File: config.mk
export PLATFORM = sky130hd
export DESIGN_NAME = eth_pkt_buffer
export DESIGN_NICKNAME = d
export VERILOG_FILES = /design/src/rtl/eth_pkt_buffer.sv
export SDC_FILE = /design/constraint.sdc
export NUM_CORES = 2
export LEC_CHECK = 0
export CORE_MARGIN = 5
export CORE_UTILIZATION = 55
export DETAILED_ROUTE_END_ITERATION = 6
export PLACE_DENSITY = 0.71
export SLEW_MARGIN = 15
export SYNTH_ARGS = -nofsm -noshare
export SYNTH_HDL_FRONTEND = slang
export SYNTH_SLANG_ARGS = --single-unit
File: constraint.sdc
create_clock -name clk -period 17.25 [get_ports clk]
set_clock_uncertainty 0.1 [all_clocks]
set_input_delay 2.5875 -clock clk [delete_from_list [all_inputs] [get_ports clk]]
set_output_delay 2.5875 -clock clk [all_outputs]
set_load 0.01 [all_outputs]
File: src/rtl/eth_pkt_buffer.sv
// Store-and-forward Ethernet packet buffer: classifies, commits and forwards whole packets.
// Optional statistics counters are enabled with `define ETH_PKT_BUF_STATS_EN.
module eth_pkt_buffer #(
    parameter int unsigned DEPTH      = 64,
    parameter logic [31:0] PORTA_ADDR = 32'h0000_ABCD,
    parameter logic [31:0] PORTB_ADDR = 32'h0000_BEEF
) (
    input  logic        clk,
    input  logic        reset,
    input  logic        inWrEn,
    input  logic [33:0] inData,
    output logic        outValid,
    input  logic        outReady,
    output logic [33:0] outData,
    output logic        outPort,
    output logic [15:0] dropCount,
    output logic [15:0] pktCount
);

    localparam int unsigned AW = $clog2(DEPTH);
    localparam int unsigned PW = AW + 1;
    localparam int unsigned WW = 35;

    typedef enum logic [1:0] {
        W_IDLE = 2'd0,
        W_PKT  = 2'd1,
        W_DROP = 2'd2
    } wstate_e;

    logic [WW-1:0] mem [DEPTH];

    wstate_e       state_q, state_d;
    logic [PW-1:0] wr_ptr_q, wr_ptr_d;
    logic [PW-1:0] commit_ptr_q, commit_ptr_d;
    logic [PW-1:0] rd_ptr_q;
    logic          port_q, port_d;
    logic          out_valid_q;
    logic [33:0]   out_data_q;
    logic          out_port_q;

    logic          mem_we_c;
    logic [AW-1:0] mem_waddr_c;
    logic [WW-1:0] mem_wdata_c;
    logic [1:0]    drop_inc_c;
    logic          pkt_inc_c;
    logic          in_sop_c, in_eop_c, addr_hit_c, addr_b_c;
    logic          full_sop_c, full_pkt_c, rd_load_c;

    assign in_eop_c   = inData[33];
    assign in_sop_c   = inData[32];
    assign addr_b_c   = (inData[31:0] == PORTB_ADDR);
    assign addr_hit_c = (inData[31:0] == PORTA_ADDR) || addr_b_c;
    // A new packet always starts at commitPtr (after any rollback), so its fullness is judged from there.
    assign full_sop_c = ((commit_ptr_q - rd_ptr_q) == PW'(DEPTH));
    assign full_pkt_c = ((wr_ptr_q - rd_ptr_q) == PW'(DEPTH));
    assign rd_load_c  = (rd_ptr_q != commit_ptr_q) && (!out_valid_q || outReady);

    // Write-side FSM: classify, store, commit or roll back.
    always_comb begin
        state_d      = state_q;
        wr_ptr_d     = wr_ptr_q;
        commit_ptr_d = commit_ptr_q;
        port_d       = port_q;
        mem_we_c     = 1'b0;
        mem_waddr_c  = wr_ptr_q[AW-1:0];
        mem_wdata_c  = {port_q, inData};
        drop_inc_c   = 2'd0;
        pkt_inc_c    = 1'b0;
        if (inWrEn) begin
            if (in_sop_c) begin
                if (state_q == W_PKT) begin
                    wr_ptr_d   = commit_ptr_q;
                    drop_inc_c = 2'd1;
                end
                if (!addr_hit_c || full_sop_c) begin
                    drop_inc_c = drop_inc_c + 2'd1;
                    wr_ptr_d   = commit_ptr_q;
                    state_d    = in_eop_c ? W_IDLE : W_DROP;
                end else begin
                    port_d      = addr_b_c;
                    mem_we_c    = 1'b1;
                    mem_waddr_c = commit_ptr_q[AW-1:0];
                    mem_wdata_c = {addr_b_c, inData};
                    wr_ptr_d    = commit_ptr_q + PW'(1);
                    if (in_eop_c) begin
                        commit_ptr_d = commit_ptr_q + PW'(1);
                        pkt_inc_c    = 1'b1;
                        state_d      = W_IDLE;
                    end else begin
                        state_d = W_PKT;
                    end
                end
            end else begin
                case (state_q)
                    W_PKT: begin
                        if (full_pkt_c) begin
                            wr_ptr_d   = commit_ptr_q;
                            drop_inc_c = 2'd1;
                            state_d    = in_eop_c ? W_IDLE : W_DROP;
                        end else begin
                            mem_we_c = 1'b1;
                            wr_ptr_d = wr_ptr_q + PW'(1);
                            if (in_eop_c) begin
                                commit_ptr_d = wr_ptr_q + PW'(1);
                                pkt_inc_c    = 1'b1;
                                state_d      = W_IDLE;
                            end
                        end
                    end
                    W_DROP: begin
                        if (in_eop_c) state_d = W_IDLE;
                    end
                    default: ;
                endcase
            end
        end
    end

    always_ff @(posedge clk or posedge reset) begin
        if (reset) begin
            state_q      <= W_IDLE;
            wr_ptr_q     <= '0;
            commit_ptr_q <= '0;
            port_q       <= 1'b0;
        end else begin
            state_q      <= state_d;
            wr_ptr_q     <= wr_ptr_d;
            commit_ptr_q <= commit_ptr_d;
            port_q       <= port_d;
        end
    end

    always_ff @(posedge clk) begin
        if (mem_we_c) mem[mem_waddr_c] <= mem_wdata_c;
    end

    // Output register: only committed words are ever visible to egress.
    always_ff @(posedge clk or posedge reset) begin
        if (reset) begin
            rd_ptr_q    <= '0;
            out_valid_q <= 1'b0;
            out_data_q  <= '0;
            out_port_q  <= 1'b0;
        end else if (rd_load_c) begin
            rd_ptr_q    <= rd_ptr_q + PW'(1);
            out_valid_q <= 1'b1;
            out_data_q  <= mem[rd_ptr_q[AW-1:0]][33:0];
            out_port_q  <= mem[rd_ptr_q[AW-1:0]][34];
        end else if (outReady) begin
            out_valid_q <= 1'b0;
        end
    end

    assign outValid = out_valid_q;
    assign outData  = out_data_q;
    assign outPort  = out_port_q;

`ifdef ETH_PKT_BUF_STATS_EN
    logic [15:0] drop_cnt_q;
    logic [15:0] pkt_cnt_q;
    logic [16:0] drop_sum_c;

    assign drop_sum_c = {1'b0, drop_cnt_q} + 17'(drop_inc_c);

    always_ff @(posedge clk or posedge reset) begin
        if (reset) begin
            drop_cnt_q <= '0;
            pkt_cnt_q  <= '0;
        end else begin
            drop_cnt_q <= drop_sum_c[16] ? 16'hFFFF : drop_sum_c[15:0];
            pkt_cnt_q  <= pkt_cnt_q + 16'(pkt_inc_c);
        end
    end

    assign dropCount = drop_cnt_q;
    assign pktCount  = pkt_cnt_q;
`else
    logic unused_stats_c;
    assign unused_stats_c = ^{drop_inc_c, pkt_inc_c};
    assign dropCount      = '0;
    assign pktCount       = '0;
`endif

endmodule

# Word-level counts from Yosys, hierarchy flattened
# Memories as Yosys holds them, arrays and structs flattened. A register that Yosys moved wholly into a read port is not among the register bits.
# Cells that the tools add are included.
# W data, S select, Z words.
[totals]
n_memories = 1
mem_bits_rw = 2240
reg_bits = 25
out_inout_bits = 68
[op_classes]
reduce_logical = 13
addsub = 5
n_eq_ne = 9
bitwise = 1
muxes = 32
[mem_list]
columns = ["name", "depth", "width", "read_ports", "rd_clocked_by_memory_dff", "wr", "line_no", "source"]
rows = [
  ["mem", 64, 35, 1, 1, 1, "30", "logic [WW-1:0] mem [DEPTH];"],
]
[ops]
columns = ["op", "n"]
rows = [
  ["$mux W35", 3],
  ["$mux W7", 10],
  ["$eq A32 B16 Y1 const B", 2],
  ["$add A7 B1 Y7 const B", 3],
  ["$mux W6", 3],
  ["$eq A7 B7 Y1 const B", 2],
  ["$sub A7 B7 Y7", 2],
  ["$mux W1", 10],
  ["$mux W2", 5],
  ["$ne A7 B7 Y1", 1],
  ["$reduce_and A5 Y1", 1],
  ["$ne A2 B2 Y1 const B", 2],
  ["$pmux W2 S2", 1],
  ["$reduce_and A2 Y1", 2],
  ["$reduce_bool A2 Y1", 2],
  ["$logic_or A1 B1 Y1", 3],
  ["$reduce_and A3 Y1", 1],
  ["$reduce_bool A3 Y1", 1],
  ["$eq A2 B1 Y1 const B", 1],
  ["$eq A2 B2 Y1 const B", 1],
  ["$logic_not A1 Y1", 2],
  ["$logic_and A1 B1 Y1", 1],
  ["$not A1 Y1", 1],
]

# Longest topological paths before layout
[depth]
ltp_word = 9
mapped_depth = 15
mapped_depth_nobuf = 9

# Least setup slack after synthesis
# Ideal clock, no wire load.
[synth_path]
kind = "input to register"
start = "in inData[17]"
end = "mem mem[0][34], data pin"
path_buffers = 1
t_arrival_ps = 6674
t_required_ps = 16431
slack_ps = 9757
cell_stages = 6
path_cell_list = "or4_4 -> nor4_4 -> nand4b_1 -> a31o_2 -> buf_2 -> o31ai_1"
[synth_between]
elab_chain_len = 7
[synth_rtl]
columns = ["element", "line_no", "source"]
rows = [
  ["from (decl)", "11", "input logic [33:0] inData,"],
  ["$eq A32 B16 Y1, on equally long branches", "52, 51", ""],
  ["$logic_or A1 B1 Y1", "52", "assign addr_hit_c = (inData[31:0] == PORTA_ADDR) || addr_b_c;"],
  ["$logic_not A1 Y1", "75", "if (!addr_hit_c || full_sop_c) begin"],
  ["$logic_or A1 B1 Y1", "75", ""],
  ["$mux W35 *", "75", ""],
  ["$mux W35 *", "70", "if (in_sop_c) begin"],
  ["$mux W35 *", "69", "if (inWrEn) begin"],
  ["named net mem_wdata_c[34]", "43", "logic [WW-1:0] mem_wdata_c;"],
  ["to (decl)", "30", ""],
]
# Mark *: on every way through the listed nets, which the timed path passes. The rest lies on a longest branch.

# Final worst setup path
[layout_path]
start = "in inData[21]"
end = "mem mem[12][26], enable pin"
[layout_between]
elab_chain_len = 9
[layout_rtl]
columns = ["element", "line_no", "source"]
rows = [
  ["$eq A32 B16 Y1, on equally long branches", "52, 51", ""],
  ["$logic_or A1 B1 Y1 *", "52", ""],
  ["$logic_not A1 Y1 *", "75", ""],
  ["$logic_or A1 B1 Y1 *", "75", ""],
  ["$mux W1", "75", ""],
  ["$mux W1", "70", ""],
  ["$mux W1", "69", ""],
  ["$mux W1", "134", "if (mem_we_c) mem[mem_waddr_c] <= mem_wdata_c;"],
  ["$mux W1 (not written as such)", "134", ""],
]
# Every way passes the cells marked *; elsewhere a longest branch is shown, timed or not.

==> out/metrics.yaml <==
fin_setup_tns_ps: 0
ant_nets: 0
layout_common_cells: "edfxtp_1, mux4_2, clkbuf_16"
timing.final.crit_period_ps: 6620
via_per_inst: 6.60
pwr-share-seq_pct: 41.4
clk_pin_slew_ps: 60
cts_tree: "built"
grt_max_degree: 135
max-cap-violations: 0
avgSynthCellArea_um2: 23.2
hold_buffers: 0
pwr_density_cell_nw_per_um2: 155
die_h_um: 412
synthAdderAreaFrac_pct: 0.211
worstPathArrival_ps: 6960
avgRoutedWirePerCell_um: 35.3
netlist_area_um2: 88800
via_count: 42300
drt_wl_total_mm: 226
die_w_um: 412
yosys_warnings: 0
p_leak_uw: 0.0310
synth_top_family_by_area: "multiplexers"
cp.required_ps: 17600
post-dp-hpwl_mm: 129
vdd_drop_max_v: 0.000139
core_um2: 161000
nFillCells: 10600
synth-seq-area-share_pct: 77.4
path_cells: "buf_2, nor4_1, and3_1, nand2_2, a311o_1, nor2_2, a31oi_2, nor2_4"
syn_inst: 3825
regToRegEndpoint: "mem[4][8]"
rsz0062_at_grt: "false"
grt_pass1_vias: 41500
syn_to_final_growth_pct: 12.1
slowest_stage: "nor2_4"
cts_setup_buffers: 0
final_area_um2: 99600
rows: 147
synth_xor_area_share_pct: 0.178
dr.pass1.iters: 6
cpPeakStageDelay_ps: 1060
htreeDepth: 4
die_area_um2: 170000
min_from: "rd_ptr_q[6]"
io_buffers: 73
setup_ws_ps: 10630
finalMaxSlewViolations: 0
dpl_cell_area_um2: 92800
ys_ff_latch: 2300
synth_area_leaders: "edfxtp_1, mux4_2, dfrtp_1"
outcome: "completed"
p_clk_share_pct: 29.4
fmax_ghz: 0.151
clk_latency_ps: 840
cts-root-buf: "clkbuf_16"
reg2reg_slack_ps: 11700
nets: 4103
track_usage_pct: 26.9
drive_gt1_share_pct: 29.4
finalSetupViolCount: 0
synth_compound_gate_area_share_pct: 1.46
layout_commonest_cell: "edfxtp_1"
ios: 106
r2r_start: "rd_ptr_q[2]"
synth_edf_count: 2240
finish.utilization_pct: 62.0
clkSinkCount: 2300
hold_violations: 0
worst_slew_pin_slew_ps: 1250
ys.flop_type: "edfxtp_1"
worstSetupEndpointType: "flop"
p_sw_uw: 4790
start_kind: "primary input"
gp_congestion: 0.910
p_int_uw: 10700
switching_share_pct: 30.9
hold_depth: 1
place_ws_ps: 9900
path_max_fanout: 35
grt_pass1_wl_mm: 318
path_class: "in2reg"
synth_top_area_share_pct: 75.7
synth-async-reset-ratio_pct: 2.61
min_to: "rd_ptr_q[6]"
max_slew_margin_pct: 16.4
rr_worst_depth: 10
synth_area_leader_cell: "edfxtp_1"
final.period_utilization_pct: 38.4
synth_mux_area_share_pct: 17.7
antenna_found_initial: 20
drc: 0
pwr-share-comb_pct: 29.2
cts_resized: 0
hp-class: "reg2reg"
synth-simple-area-share_pct: 1.69
ys_types: 72
initial_core_util_pct: 55.3
cts_inserted_buffers: 213
cts.path.max_buffers: 3
drt_iter0_drc: 6445
gr-total-overflow: 0
-- registers in the layout (all words and copies together) (netlist names) --
name,flops
commit_ptr_q,7
mem,2240
outData,34
outPort,1
outValid,1
port_q,1
rd_ptr_q,7
state_q,2
wr_ptr_q,7
-- worst max-delay path, delay by kind of cell --
family | cells | cell delay, ps
buffers and inverters | 1 | 320
AND/OR/NAND/NOR | 5 | 2990
AO/OA/AOI/OAI | 2 | 1010
-- through the flow --
step	instances	power, µW	hold slack, ps
after floorplan	3856	9260	342
after global placement	5995	11000	431
after detailed placement	5995	11000	440
after CTS	6394	15500	452
after global routing	6394	16000	459
final	6398	15500	452
-- kinds of logic after synthesis --
logic type | count (synthesis)
DFF | 2300
muxes | 716
and+or+nand+nor | 333
buffers and inverters | 252
AOI/OAI and AO/OA | 190
xor gates and xnor gates | 18
adders and majority gates | 15
other | 1
-- cells in the mapped netlist (all sizes together) (15+ instances only) --
library cell,count
clkbuf,129
nand2,143
mux2i,26
inv,17
buf,106
mux4,686
o21ai,17
nor2,112
o22ai,65
ha,15
dfrtp,60
edfxtp,2240
a21oi,43
-- power by group through the flow --
stage	Clock [µW]	Combinational [µW]	Sequential, µW
after floorplan	0	2850	6410
after global placement	0	4470	6510
after detailed placement	0	4500	6510
after CTS	4600	4520	6400
after global routing	4860	4710	6410
final	4550	4510	6410
-- how the worst max path moves through the flow --
stage	from	endpoint	cells past startpoint
after floorplan	inData[17]	mem[0][34]	6
after global placement	inData[21]	mem[13][28]	8
after detailed placement	inData[21]	mem[15][13]	8
after CTS	inData[21]	mem[15][7]	8
after global routing	inData[21]	mem[13][30]	8
final	inData[21]	mem[12][26]	8
-- per-layer routing --
layer  GRT usage, %  up-vias  wire, µm
met4           8.61        2      7850
met5              0        -        13
met1           38.9    22600     85700
met3           7.61      351     27300
li1               -    16700         -
met2           40.7     2548    105000
-- cell type report --
| class | instances | area (µm²) | share of cell area, % |
|---|---|---|---|
| Multi-Input combinational cell | 1304 | 19600 | 19.7 |
| Inverter | 17 | 75.1 | 0.0754 |
| Clock buffer | 283 | 5710 | 5.73 |
| Antenna cell | 4 | 10.0 | 0.0101 |
| Timing Repair Buffer | 214 | 1700 | 1.70 |
| Clock inverter | 116 | 1020 | 1.02 |
| Sequential cell | 2300 | 68800 | 69.1 |
| Tap cell | 2160 | 2700 | 2.71 |
No activity file was read; power rests on OpenSTA's default activity.
